===== config.mk =====
export PLATFORM = sky130hd
export DESIGN_NAME = seg_scan_mux_flat
export DESIGN_NICKNAME = d
export VERILOG_FILES = /design/src/rtl/seg_pkg.sv /design/src/rtl/seg_scan_mux_if.sv /design/src/rtl/seg_tick_counter.sv /design/src/rtl/seg_scan_mux.sv /design/src/flat_wrapper.sv
export SDC_FILE = /design/constraint.sdc
export NUM_CORES = 1
export LEC_CHECK = 0
export ABC_CLOCK_PERIOD_IN_PS = 3300
export BUFFER_PORTS_ARGS = -buffer_cell sky130_fd_sc_hd__buf_2
export CORE_AREA = 5 5 122 66
export CTS_CLUSTER_SIZE = 12
export DETAILED_ROUTE_END_ITERATION = 8
export DIE_AREA = 0 0 127 71
export PLACE_DENSITY_LB_ADDON = 0.1
export SLEW_MARGIN = 0
export SYNTH_ARGS = -nofsm -noshare
export SYNTH_HDL_FRONTEND = slang
export SYNTH_SLANG_ARGS = --single-unit

===== constraint.sdc =====
create_clock -name CLK -period 3.3 [get_ports CLK]
set_input_delay 0.33 -clock CLK [delete_from_list [all_inputs] [get_ports CLK]]
set_output_delay 0.33 -clock CLK [all_outputs]
set_load 0.005 [all_outputs]

===== src/rtl/seg_pkg.sv =====
// Shared definitions for the multiplexed 7-segment scanner.
//   SEG_BLANK_CODE : digit code the downstream decoder renders as all segments off.
//   scan_state_e   : scanner phase, GUARD (all anodes off) or SHOW (one digit lit).
//   lz_blank_mask  : per-digit leading-zero blank mask for a packed BCD value.
package seg_pkg;

  localparam int unsigned MAX_DIGITS = 8;
  localparam logic [3:0]  SEG_BLANK_CODE = 4'hF;

  typedef enum logic [0:0] {
    GUARD = 1'b0,
    SHOW  = 1'b1
  } scan_state_e;

  // Bit i is set when digit i and every digit above it (up to num_digits-1) is zero.
  // Digit 0 is never blanked so an all-zero value still shows a single "0".
  function automatic logic [MAX_DIGITS-1:0] lz_blank_mask(
    input logic [4*MAX_DIGITS-1:0] value,
    input int                      num_digits
  );
    logic [MAX_DIGITS-1:0] mask;
    logic                  all_zero;
    mask     = '0;
    all_zero = 1'b1;
    for (int i = int'(MAX_DIGITS) - 1; i >= 1; i--) begin
      if (i < num_digits) begin
        all_zero = all_zero & (value[4*i +: 4] == 4'h0);
        mask[i]  = all_zero;
      end
    end
    return mask;
  endfunction

endpackage


===== src/rtl/seg_scan_mux_if.sv =====
// Bus between the display owner (master) and the digit scanner (slave).
//   VALUE      : packed BCD digits, digit 0 in [3:0].
//   LOAD       : one-cycle strobe capturing VALUE into the pending register.
//   BLANK_LZ   : blank leading zero digits.
//   DP_IN      : per-digit decimal-point request.
//   D          : digit code to the registered decoder (4'hF = blank).
//   DP         : decimal point, aligned with AN.
//   AN         : anode enables, aligned with the decoder's registered output.
//   FRAME_DONE : one-cycle pulse when the last digit's slot ends.
interface seg_scan_mux_if #(
  parameter int unsigned NUM_DIGITS = 4
) ();
  import seg_pkg::*;

  logic [4*NUM_DIGITS-1:0] VALUE;
  logic                    LOAD;
  logic                    BLANK_LZ;
  logic [NUM_DIGITS-1:0]   DP_IN;
  logic [3:0]              D;
  logic                    DP;
  logic [NUM_DIGITS-1:0]   AN;
  logic                    FRAME_DONE;

  modport master (
    output VALUE, LOAD, BLANK_LZ, DP_IN,
    input  D, DP, AN, FRAME_DONE
  );

  modport slave (
    input  VALUE, LOAD, BLANK_LZ, DP_IN,
    output D, DP, AN, FRAME_DONE
  );

endinterface


===== src/rtl/seg_tick_counter.sv =====
// Free-running tick counter with a per-cycle terminal value.
//   clk_i  : clock.
//   rst_i  : asynchronous active-high reset, count returns to 0.
//   clr_i  : synchronous clear (takes priority over counting).
//   term_i : terminal count, reloaded by the owner for each scan phase.
//   tc_o   : high while the count equals term_i.
module seg_tick_counter #(
  parameter int unsigned Width = 16
) (
  input  logic             clk_i,
  input  logic             rst_i,
  input  logic             clr_i,
  input  logic [Width-1:0] term_i,
  output logic             tc_o
);

  logic [Width-1:0] cnt_q, cnt_d;

  always_comb begin
    cnt_d = clr_i ? '0 : cnt_q + 1'b1;
    tc_o  = (cnt_q == term_i);
  end

  always_ff @(posedge clk_i or posedge rst_i) begin
    if (rst_i) begin
      cnt_q <= '0;
    end else begin
      cnt_q <= cnt_d;
    end
  end

endmodule


===== src/rtl/seg_scan_mux.sv =====
// Multiplexed display scanner feeding a registered 7-segment decoder.
// Time-slices a NUM_DIGITS BCD value onto D with an all-off guard interval between
// digits. AN and DP run one register stage behind D so each lit anode coincides with
// the decoder's registered segment output for that digit.
//   CLK, RST : clock and asynchronous active-high reset.
//   bus      : slave side of seg_scan_mux_if (VALUE/LOAD/BLANK_LZ/DP_IN in,
//              D/DP/AN/FRAME_DONE out).
module seg_scan_mux
  import seg_pkg::*;
#(
  parameter int unsigned NUM_DIGITS      = 4,
  parameter int unsigned TICKS_PER_DIGIT = 50000,
  parameter int unsigned GUARD_TICKS     = 500,
  parameter bit          AN_ACTIVE_LOW   = 1'b1
) (
  input logic            CLK,
  input logic            RST,
  seg_scan_mux_if.slave  bus
);

  localparam int unsigned IdxW     = $clog2(NUM_DIGITS);
  localparam int unsigned MaxTicks = (TICKS_PER_DIGIT > GUARD_TICKS) ? TICKS_PER_DIGIT
                                                                      : GUARD_TICKS;
  localparam int unsigned CntW     = (MaxTicks > 2) ? $clog2(MaxTicks) : 1;

  localparam logic [IdxW-1:0]       LastIdx   = IdxW'(NUM_DIGITS - 1);
  localparam logic [NUM_DIGITS-1:0] AnOff     = AN_ACTIVE_LOW ? {NUM_DIGITS{1'b1}} : '0;
  localparam logic [CntW-1:0]       GuardTerm = CntW'(GUARD_TICKS - 1);
  localparam logic [CntW-1:0]       ShowTerm  = CntW'(TICKS_PER_DIGIT - 1);

  scan_state_e             state_q, state_d;
  logic [IdxW-1:0]         idx_q, idx_d;
  logic [4*NUM_DIGITS-1:0] pending_q, pending_d;
  logic [4*NUM_DIGITS-1:0] active_q, active_d;
  logic [3:0]              code_q, code_d;
  logic [NUM_DIGITS-1:0]   an_q, an_d;
  logic                    dp_q, dp_d;
  logic                    frame_done_q, frame_done_d;

  logic                    tc;
  logic [CntW-1:0]         term;
  logic                    wrap;
  logic [4*MAX_DIGITS-1:0] active_ext;
  logic [MAX_DIGITS-1:0]   lz_mask;
  logic [3:0]              cur_digit;
  logic                    cur_blank;
  logic [NUM_DIGITS-1:0]   onehot;

  // One counter serves both phases; it restarts whenever the current phase terminates.
  assign term = (state_q == GUARD) ? GuardTerm : ShowTerm;

  seg_tick_counter #(
    .Width (CntW)
  ) u_tick (
    .clk_i  (CLK),
    .rst_i  (RST),
    .clr_i  (tc),
    .term_i (term),
    .tc_o   (tc)
  );

  always_comb begin
    active_ext                   = '0;
    active_ext[4*NUM_DIGITS-1:0] = active_q;
    lz_mask                      = lz_blank_mask(active_ext, int'(NUM_DIGITS));
    cur_digit                    = active_q[4*idx_q +: 4];
    cur_blank                    = bus.BLANK_LZ & lz_mask[idx_q];
    onehot                       = NUM_DIGITS'(1) << idx_q;
  end

  always_comb begin
    state_d      = state_q;
    idx_d        = idx_q;
    wrap         = 1'b0;
    pending_d    = bus.LOAD ? bus.VALUE : pending_q;
    active_d     = active_q;

    case (state_q)
      GUARD: begin
        if (tc) state_d = SHOW;
      end
      SHOW: begin
        if (tc) begin
          state_d = GUARD;
          if (idx_q == LastIdx) begin
            idx_d = '0;
            wrap  = 1'b1;
          end else begin
            idx_d = idx_q + 1'b1;
          end
        end
      end
      default: state_d = GUARD;
    endcase

    // Frame boundary: pending_q (not VALUE) moves over, so a coincident LOAD waits a frame.
    if (wrap) active_d = pending_q;
    frame_done_d = wrap;

    // D follows the next state. Whenever state_d is SHOW, idx_d equals idx_q, so the
    // current-index digit is the right one.
    code_d = SEG_BLANK_CODE;
    if (state_d == SHOW) code_d = cur_blank ? SEG_BLANK_CODE : cur_digit;

    // AN/DP follow the current state, i.e. one cycle behind D.
    an_d = AnOff;
    dp_d = 1'b0;
    if (state_q == SHOW) begin
      an_d = AnOff ^ onehot;
      dp_d = bus.DP_IN[idx_q];
    end
  end

  always_ff @(posedge CLK or posedge RST) begin
    if (RST) begin
      state_q      <= GUARD;
      idx_q        <= '0;
      pending_q    <= '0;
      active_q     <= '0;
      code_q       <= SEG_BLANK_CODE;
      an_q         <= AnOff;
      dp_q         <= 1'b0;
      frame_done_q <= 1'b0;
    end else begin
      state_q      <= state_d;
      idx_q        <= idx_d;
      pending_q    <= pending_d;
      active_q     <= active_d;
      code_q       <= code_d;
      an_q         <= an_d;
      dp_q         <= dp_d;
      frame_done_q <= frame_done_d;
    end
  end

  assign bus.D          = code_q;
  assign bus.DP         = dp_q;
  assign bus.AN         = an_q;
  assign bus.FRAME_DONE = frame_done_q;

endmodule


===== src/flat_wrapper.sv =====
// flat-port wrapper written by rule: the top's interface ports become plain ports
module seg_scan_mux_flat import seg_pkg::*;
#(
  parameter int unsigned NUM_DIGITS      = 4,
  parameter int unsigned TICKS_PER_DIGIT = 50000,
  parameter int unsigned GUARD_TICKS     = 500,
  parameter bit          AN_ACTIVE_LOW   = 1'b1
)
  (CLK, RST, bus_VALUE, bus_LOAD, bus_BLANK_LZ, bus_DP_IN, bus_D, bus_DP, bus_AN, bus_FRAME_DONE);
  seg_scan_mux_if #(.NUM_DIGITS(NUM_DIGITS)) bus_i ();
  input logic CLK;
  input logic RST;
  input wire logic [$bits(bus_i.VALUE)-1:0] bus_VALUE;
  input wire logic [$bits(bus_i.LOAD)-1:0] bus_LOAD;
  input wire logic [$bits(bus_i.BLANK_LZ)-1:0] bus_BLANK_LZ;
  input wire logic [$bits(bus_i.DP_IN)-1:0] bus_DP_IN;
  output wire logic [$bits(bus_i.D)-1:0] bus_D;
  output wire logic [$bits(bus_i.DP)-1:0] bus_DP;
  output wire logic [$bits(bus_i.AN)-1:0] bus_AN;
  output wire logic [$bits(bus_i.FRAME_DONE)-1:0] bus_FRAME_DONE;
  assign bus_i.VALUE = bus_VALUE;
  assign bus_i.LOAD = bus_LOAD;
  assign bus_i.BLANK_LZ = bus_BLANK_LZ;
  assign bus_i.DP_IN = bus_DP_IN;
  assign bus_D = bus_i.D;
  assign bus_DP = bus_i.DP;
  assign bus_AN = bus_i.AN;
  assign bus_FRAME_DONE = bus_i.FRAME_DONE;
  seg_scan_mux #(.NUM_DIGITS(NUM_DIGITS), .TICKS_PER_DIGIT(TICKS_PER_DIGIT), .GUARD_TICKS(GUARD_TICKS), .AN_ACTIVE_LOW(AN_ACTIVE_LOW)) u_core (.CLK(CLK), .RST(RST), .bus(bus_i));
endmodule

* Word-level counts from Yosys, hierarchy flattened
Index checks and enable logic that the tools add are counted.
** Storage, ports and cells
- Bits in registers :: 61
- Bits in latches :: 0
- RAM bits :: 0
- ROM bits :: 0
- Input port bits :: 24
- Output and inout bits :: 10
- Memories :: 0
** Cells by class
- $add $sub $neg :: 2
- $mul :: 0
- Divide/modulo/power cells :: 0
- Magnitude comparators :: 2
- Equality and inequality tests :: 2
- Shift operators :: 2
- Multiplexer cells :: 17
- Bitwise logic cells :: 5
- Reduce and logical (&&, ||, !) cells :: 4
** Operators with widths (number)
- $mux W16 :: 2
- $add A16 B1 Y16 const B :: 1
- $eq A16 B16 Y1 :: 1
- $shiftx A16 B5 Y4 :: 1
- $logic_not A4 Y1 :: 3
- $mux W4 :: 3
- $mux W1 :: 8
- $bmux W1 S2 :: 2
- $lt A2 B4 Y1 const B :: 1
- $not A4 Y4 :: 1
- $shl A1 B2 Y4 const A :: 1
- $and A1 B1 Y1 :: 3
- $lt A2 B3 Y1 const B :: 1
- $add A2 B1 Y2 const B :: 1
- $eq A2 B2 Y1 const B :: 1
- $mux W2 :: 1
- $pmux W1 S2 :: 1
- $reduce_and A2 Y1 :: 1
- $not A1 Y1 :: 1

* Depth between registers and ports, before layout
- Depth after elaboration :: 8
- Gate-level depth with buffers :: 7
- Gate-level depth less buffers :: 6

* By module
From an unflattened synthesis, not the netlist that was laid out.
** Unflattened totals
- Cells, all modules :: 228
- Area total of the unflattened synthesis :: 2921.6 µm²
** By module, submodules not included
- seg_scan_mux :: instances 1, cells each 124, area an instance 1916.8 µm²
- seg_tick_counter :: instances 1, cells each 104, area an instance 1004.7 µm²

* Worst setup path after synthesis
No wires, ideal clock.
- Kind :: reg2reg
- From :: reg u_core.u_tick.cnt_q[11]
- To :: reg u_core.active_q[0]
- Arrival time :: 1.720 ns
- Required time :: 3.175 ns
- Path slack :: 1.455 ns
- Cell stages (with the launch flop) :: 7
- Period minus slack after synthesis :: 1.845 ns
- Cells stage by stage :: dfrtp_1 > nor4_1 > nand4_1 > or3_1 > buf_6 > buf_12 > mux2_4
** On the way
- Cells in the longest elaborated chain, start to end :: 3
** RTL lines
- from (decl) :: RTL line seg_tick_counter.sv:17 : logic [Width-1:0] cnt_q, cnt_d;
- from (signal assigned) :: RTL line seg_tick_counter.sv:28 : cnt_q <= cnt_d;
- $eq A16 B16 Y1 :: RTL line seg_tick_counter.sv:21 : tc_o = (cnt_q == term_i);
- $mux W1 :: RTL line seg_scan_mux.sv:83 : if (tc) begin
- $mux W1 :: RTL line seg_scan_mux.sv:78 : case (state_q)
- to (signal assigned) :: RTL line seg_scan_mux.sv:128 : active_q <= active_d;
- to (decl) :: RTL line seg_scan_mux.sv:34 : logic [4*NUM_DIGITS-1:0] active_q, active_d;
No other way between the ends.
A chain may end at the register's enable or synchronous reset.

* Worst setup path in the final report
- From :: reg u_core.u_tick.cnt_q[11]
- To :: reg u_core.active_q[3]
Same word-level chain as after synthesis.

==> metrics.txt <==
# TYPE chip_impl_metric gauge
chip_impl_metric{name="worst_ep_required_time",unit="ns"} 3.51
chip_impl_info{name="critical_path_class",value="flop to flop"} 1
chip_impl_metric{name="yosys_reg_bits",unit=""} 61
chip_impl_info{name="cts_root_buf",value="sky130_fd_sc_hd__clkbuf_16"} 1
chip_impl_metric{name="cts_num_sinks",unit=""} 61
chip_impl_info{name="startpoint_class",value="flop"} 1
chip_impl_metric{name="insertedDiodeCount",unit=""} 0
chip_impl_info{name="status",value="finished clean"} 1
chip_impl_metric{name="largest_net_degree_at_the_start_of_global_routing",unit=""} 41
chip_impl_metric{name="fin_setup_tns",unit="ns"} 0
chip_impl_metric{name="power.sequential.fraction",unit="%"} 43.7
chip_impl_metric{name="power_report.internal_total",unit="uW"} 1439
chip_impl_metric{name="drv.max_cap_violation_count",unit=""} 0
chip_impl_metric{name="total_power",unit="uW"} 1789
chip_impl_metric{name="clk_latency",unit="ns"} 0.32
chip_impl_metric{name="floorplan.io_pins",unit=""} 34
chip_impl_metric{name="gr-total-overflow",unit=""} 0
chip_impl_metric{name="max_slew.worst_pin.slew",unit="ns"} 0.8809
chip_impl_metric{name="initial_core_util",unit="%"} 38.15
chip_impl_metric{name="ctsLongestPathBuffers",unit=""} 2
chip_impl_metric{name="timing.final.max_slew_violations",unit=""} 0
chip_impl_metric{name="layout.area.seq",unit="um^2"} 1536
chip_impl_metric{name="post_synth_fa_ha_maj_area_fraction",unit="%"} 2.814
chip_impl_metric{name="placement.io_buffers",unit=""} 33
chip_impl_metric{name="cts.clk_slew.worst_paths",unit="ns"} 0.05
chip_impl_metric{name="synthXorXnorAreaFrac",unit="%"} 4.268
chip_impl_metric{name="design.die.area",unit="um^2"} 9017
chip_impl_metric{name="worst-endpoint-arrival",unit="ns"} 2.51
chip_impl_metric{name="fp.dieH",unit="um"} 71
chip_impl_metric{name="globalRouteTotalUtil",unit="%"} 13.01
chip_impl_metric{name="htreeDepth",unit=""} 3
chip_impl_metric{name="finalWorstPathRequiredPeriod",unit="ns"} 2.305
chip_impl_metric{name="grt_pass1_wl",unit="mm"} 8.811
chip_impl_metric{name="tritoncts.num_buffers",unit=""} 9
chip_impl_metric{name="synth-seq-area-share",unit="%"} 57.60
chip_impl_metric{name="detail_route.wl_per_cell",unit="um"} 15.38
chip_impl_metric{name="dr.pass1.iters",unit=""} 4
chip_impl_metric{name="cell_count_after_placement",unit=""} 323
chip_impl_metric{name="postLayoutCoreUtil",unit="%"} 46.24
chip_impl_metric{name="multi_input_comb_area",unit="um^2"} 1059
chip_impl_metric{name="dpl.hpwl",unit="mm"} 3.788
chip_impl_metric{name="crit_path_max_fanout",unit=""} 16
chip_impl_metric{name="power.switching_fraction",unit="%"} 19.54
chip_impl_info{name="synth_top_cells_by_area",value="sky130_fd_sc_hd__dfrtp_1 (50%), sky130_fd_sc_hd__mux2_2 (9.3%), sky130_fd_sc_hd__dfstp_2 (7.9%), sky130_fd_sc_hd__mux2_4 (5.6%), sky130_fd_sc_hd__mux4_2 (4.2%)"} 1
chip_impl_metric{name="post-cts-setup-buffer-count",unit=""} 0
chip_impl_metric{name="route.antenna.remaining_nets",unit=""} 0
chip_impl_metric{name="synth.mux.area_fraction",unit="%"} 19.14
chip_impl_metric{name="instances_no_fill",unit=""} 339
chip_impl_metric{name="filler_cell_count",unit=""} 640
chip_impl_metric{name="yosys_warnings",unit=""} 0
chip_impl_info{name="tritoncts",value="built"} 1
chip_impl_metric{name="p_comb_share",unit="%"} 3.0
chip_impl_info{name="main_combinational_cell_family_by_area_after_synthesis",value="multiplexers"} 1
chip_impl_metric{name="drt_iter0_markers",unit=""} 85
chip_impl_info{name="grt_setup_unrepaired",value="no"} 1
chip_impl_metric{name="wirelength",unit="mm"} 5.215
chip_impl_metric{name="hold_buffers",unit=""} 0
chip_impl_metric{name="design.final.nets",unit=""} 268
chip_impl_metric{name="report.final.hold_viol_count",unit=""} 0
chip_impl_metric{name="synthSimpleGateAreaFrac",unit="%"} 11.96
chip_impl_info{name="worst_setup_path_end_kind",value="flop"} 1
chip_impl_metric{name="setup_viol",unit=""} 0
chip_impl_metric{name="yosysTopAreaCellShare",unit="%"} 49.72
chip_impl_metric{name="vias",unit=""} 1611
chip_impl_metric{name="synth_nets",unit=""} 228
chip_impl_metric{name="finClkSkew",unit="ns"} 0.008074
chip_impl_metric{name="detail_route.drc_violations",unit=""} 0
chip_impl_metric{name="floorplan_core_area",unit="um^2"} 6992
chip_impl_metric{name="achievable-frequency",unit="GHz"} 0.4338
chip_impl_metric{name="num_rows",unit=""} 22
chip_impl_metric{name="synth.cell_area",unit="um^2"} 2668
chip_impl_info{name="hold_path_class",value="input port to async pin"} 1
chip_impl_metric{name="syn2layout_area_growth",unit="%"} 21.20
chip_impl_metric{name="synth_compound_area_share",unit="%"} 1.501
chip_impl_metric{name="first_global_vias",unit=""} 1683
chip_impl_metric{name="grt_antenna_before_repair",unit=""} 0
chip_impl_metric{name="leakage",unit="uW"} 0.001480
chip_impl_metric{name="place_worst_setup_slack",unit="ns"} 1.012
chip_impl_metric{name="final_clock_period_utilization_by_the_worst_path",unit="%"} 69.85
chip_impl_metric{name="share_clk_of_total_power",unit="%"} 53.3
chip_impl_metric{name="setup_slack",unit="ns"} 0.9949
chip_impl_metric{name="dieWidth",unit="um"} 127
chip_impl_metric{name="synth.distinct_cells",unit=""} 30
chip_impl_metric{name="ratio_of_cells_with_drive_above_1_in_the_final_layout",unit="%"} 40.33
chip_impl_metric{name="worst_ir_drop_vdd",unit="V"} 0.0002930
chip_impl_metric{name="synthesis.area_per_instance",unit="um^2"} 13.47
chip_impl_metric{name="p_per_area",unit="nW/um^2"} 553.3
chip_impl_metric{name="slew-limit-headroom",unit="%"} 41.27
chip_impl_metric{name="place_congestion",unit=""} 0.7680
chip_impl_metric{name="postCtsResizedCells",unit=""} 0
chip_impl_metric{name="net_switching_component_of_the_power",unit="uW"} 349.6
chip_impl_metric{name="syn-instance-count",unit=""} 198
chip_impl_info{name="yosys.area.top_type",value="sky130_fd_sc_hd__dfrtp_1"} 1
chip_impl_metric{name="route.detailed.vias_per_inst",unit=""} 4.752
==> power groups by stage <==
stage	Clock [uW]	Combinational, uW	Sequential (uW)
global placement	0	55.5	793
finish	954	53.7	781
detailed placement	0	55.8	793
global route	1020	61.6	783
floorplan	0	35.8	788
CTS	978	56.0	781
==> through the flow <==
stage               hold slack (ns)  cell area [um^2]
floorplan                    0.4547              2668
global placement             0.3673              2922
detailed placement           0.3685              2922
CTS                         0.02165              3233
global route                0.04826              3233
finish                      0.01300              3233
==> cells in the mapped netlist <==
cell,count
sky130_fd_sc_hd__a21oi_1,3
sky130_fd_sc_hd__clkbuf_1,4
sky130_fd_sc_hd__nor4_1,4
sky130_fd_sc_hd__nand3b_1,4
sky130_fd_sc_hd__nand3_1,7
sky130_fd_sc_hd__nor2_1,17
sky130_fd_sc_hd__dfrtp_1,53
sky130_fd_sc_hd__o31ai_1,1
sky130_fd_sc_hd__and4b_1,1
sky130_fd_sc_hd__nor3_1,4
sky130_fd_sc_hd__buf_12,1
sky130_fd_sc_hd__nand4_1,7
sky130_fd_sc_hd__o211ai_1,1
sky130_fd_sc_hd__mux4_2,5
sky130_fd_sc_hd__xor2_1,1
sky130_fd_sc_hd__xnor2_1,12
sky130_fd_sc_hd__dfstp_2,8
sky130_fd_sc_hd__or3_1,1
sky130_fd_sc_hd__mux2_2,22
sky130_fd_sc_hd__or2_2,1
sky130_fd_sc_hd__o21ai_0,2
sky130_fd_sc_hd__inv_1,7
sky130_fd_sc_hd__buf_6,1
sky130_fd_sc_hd__nor3b_1,1
sky130_fd_sc_hd__nand2_1,8
sky130_fd_sc_hd__nor2b_1,1
sky130_fd_sc_hd__mux2_4,10
sky130_fd_sc_hd__and2_1,2
sky130_fd_sc_hd__ha_1,6
sky130_fd_sc_hd__or4_1,3
==> layer usage <==
metal  vias up  global-route usage (%)  wire length [um]
met5         -                       0                 0
met3         4                   6.259               273
met2        35                   14.11              1837
met4         0                   5.470                45
li1        782                       -                 -
met1       790                   20.51              3059
==> flip-flops by register name, summed over array words and instances, names as in the netlist <==
signal / flops
u_core.idx_q: 2
u_core.bus.FRAME_DONE: 1
u_core.u_tick.cnt_q: 16
u_core.active_q: 16
u_core.pending_q: 16
u_core.bus.DP: 1
u_core.bus.D: 4
u_core.bus.AN: 4
u_core.state_q: 1
==> final timing paths <==
check | depth (start not counted) | endpoint | slack (ns) | startpoint
hold reg to reg | 1 | u_core.u_tick.cnt_q[0] | 0.48 | u_core.u_tick.cnt_q[0]
max in group asynchronous | 3 | u_core.bus.AN[1] | 2.40 | RST
setup reg to reg | 4 | u_core.active_q[3] | 0.99 | u_core.u_tick.cnt_q[11]
setup / recovery | 4 | u_core.active_q[3] | 0.99 | u_core.u_tick.cnt_q[11]
min in group CLK | 2 | u_core.pending_q[8] | 0.24 | bus_VALUE[8]
hold / removal | 2 | u_core.u_tick.cnt_q[1] | 0.01 | RST
==> cell usage in the layout (no fill, tap or decap) <==
master	count
sky130_fd_sc_hd__buf_2	33
sky130_fd_sc_hd__or3_1	1
sky130_fd_sc_hd__ha_1	6
sky130_fd_sc_hd__a21oi_1	3
sky130_fd_sc_hd__o211ai_1	1
sky130_fd_sc_hd__nor3_1	4
sky130_fd_sc_hd__dfrtp_1	53
sky130_fd_sc_hd__o31ai_1	1
sky130_fd_sc_hd__inv_1	6
sky130_fd_sc_hd__nor3b_1	1
sky130_fd_sc_hd__dfstp_2	8
sky130_fd_sc_hd__or4_1	3
sky130_fd_sc_hd__clkbuf_16	9
sky130_fd_sc_hd__inv_2	1
sky130_fd_sc_hd__mux2_2	22
sky130_fd_sc_hd__xnor2_1	12
sky130_fd_sc_hd__nand3b_1	4
sky130_fd_sc_hd__nor2_1	17
sky130_fd_sc_hd__and2_1	2
sky130_fd_sc_hd__or2_2	1
sky130_fd_sc_hd__nor4_1	4
sky130_fd_sc_hd__bufinv_16	1
sky130_fd_sc_hd__mux4_2	5
sky130_fd_sc_hd__nor2b_1	1
sky130_fd_sc_hd__clkinv_2	3
sky130_fd_sc_hd__and4b_1	1
sky130_fd_sc_hd__o21ai_0	2
sky130_fd_sc_hd__nand2_1	8
sky130_fd_sc_hd__xor2_1	1
sky130_fd_sc_hd__clkbuf_8	3
sky130_fd_sc_hd__nand4_1	7
sky130_fd_sc_hd__nand3_1	7
sky130_fd_sc_hd__buf_4	2
sky130_fd_sc_hd__mux2_4	10
==> kinds of logic (layout without fill, tap and decap cells) <==
| kind of cell | Yosys count | in the layout |
|---|---|---|
| flops | 61 | 61 |
| fa+ha+maj | 6 | 6 |
| mux | 37 | 37 |
| simple gates | 61 | 61 |
| compound gates | 7 | 7 |
| buf+inv | 13 | 58 |
| xor+xnor | 13 | 13 |
==> final cells by class <==
class / instances / area share [%]
clock inverters: 4 / 1.393
repair buffers: 35 / 5.573
flip-flops and latches: 61 / 47.52
clock buffers: 12 / 8.243
well taps: 96 / 3.715
multi-input cells: 124 / 32.74
inverters: 7 / 0.8127
==> worst max-delay path, cell delays in order (launching register included) <==
cell	delay (ns)
sky130_fd_sc_hd__dfrtp_1	0.41
sky130_fd_sc_hd__nor4_1	0.40
sky130_fd_sc_hd__nand4_1	0.20
sky130_fd_sc_hd__or3_1	0.75
sky130_fd_sc_hd__mux2_4	0.43
Power figures use the tool's default switching activity.
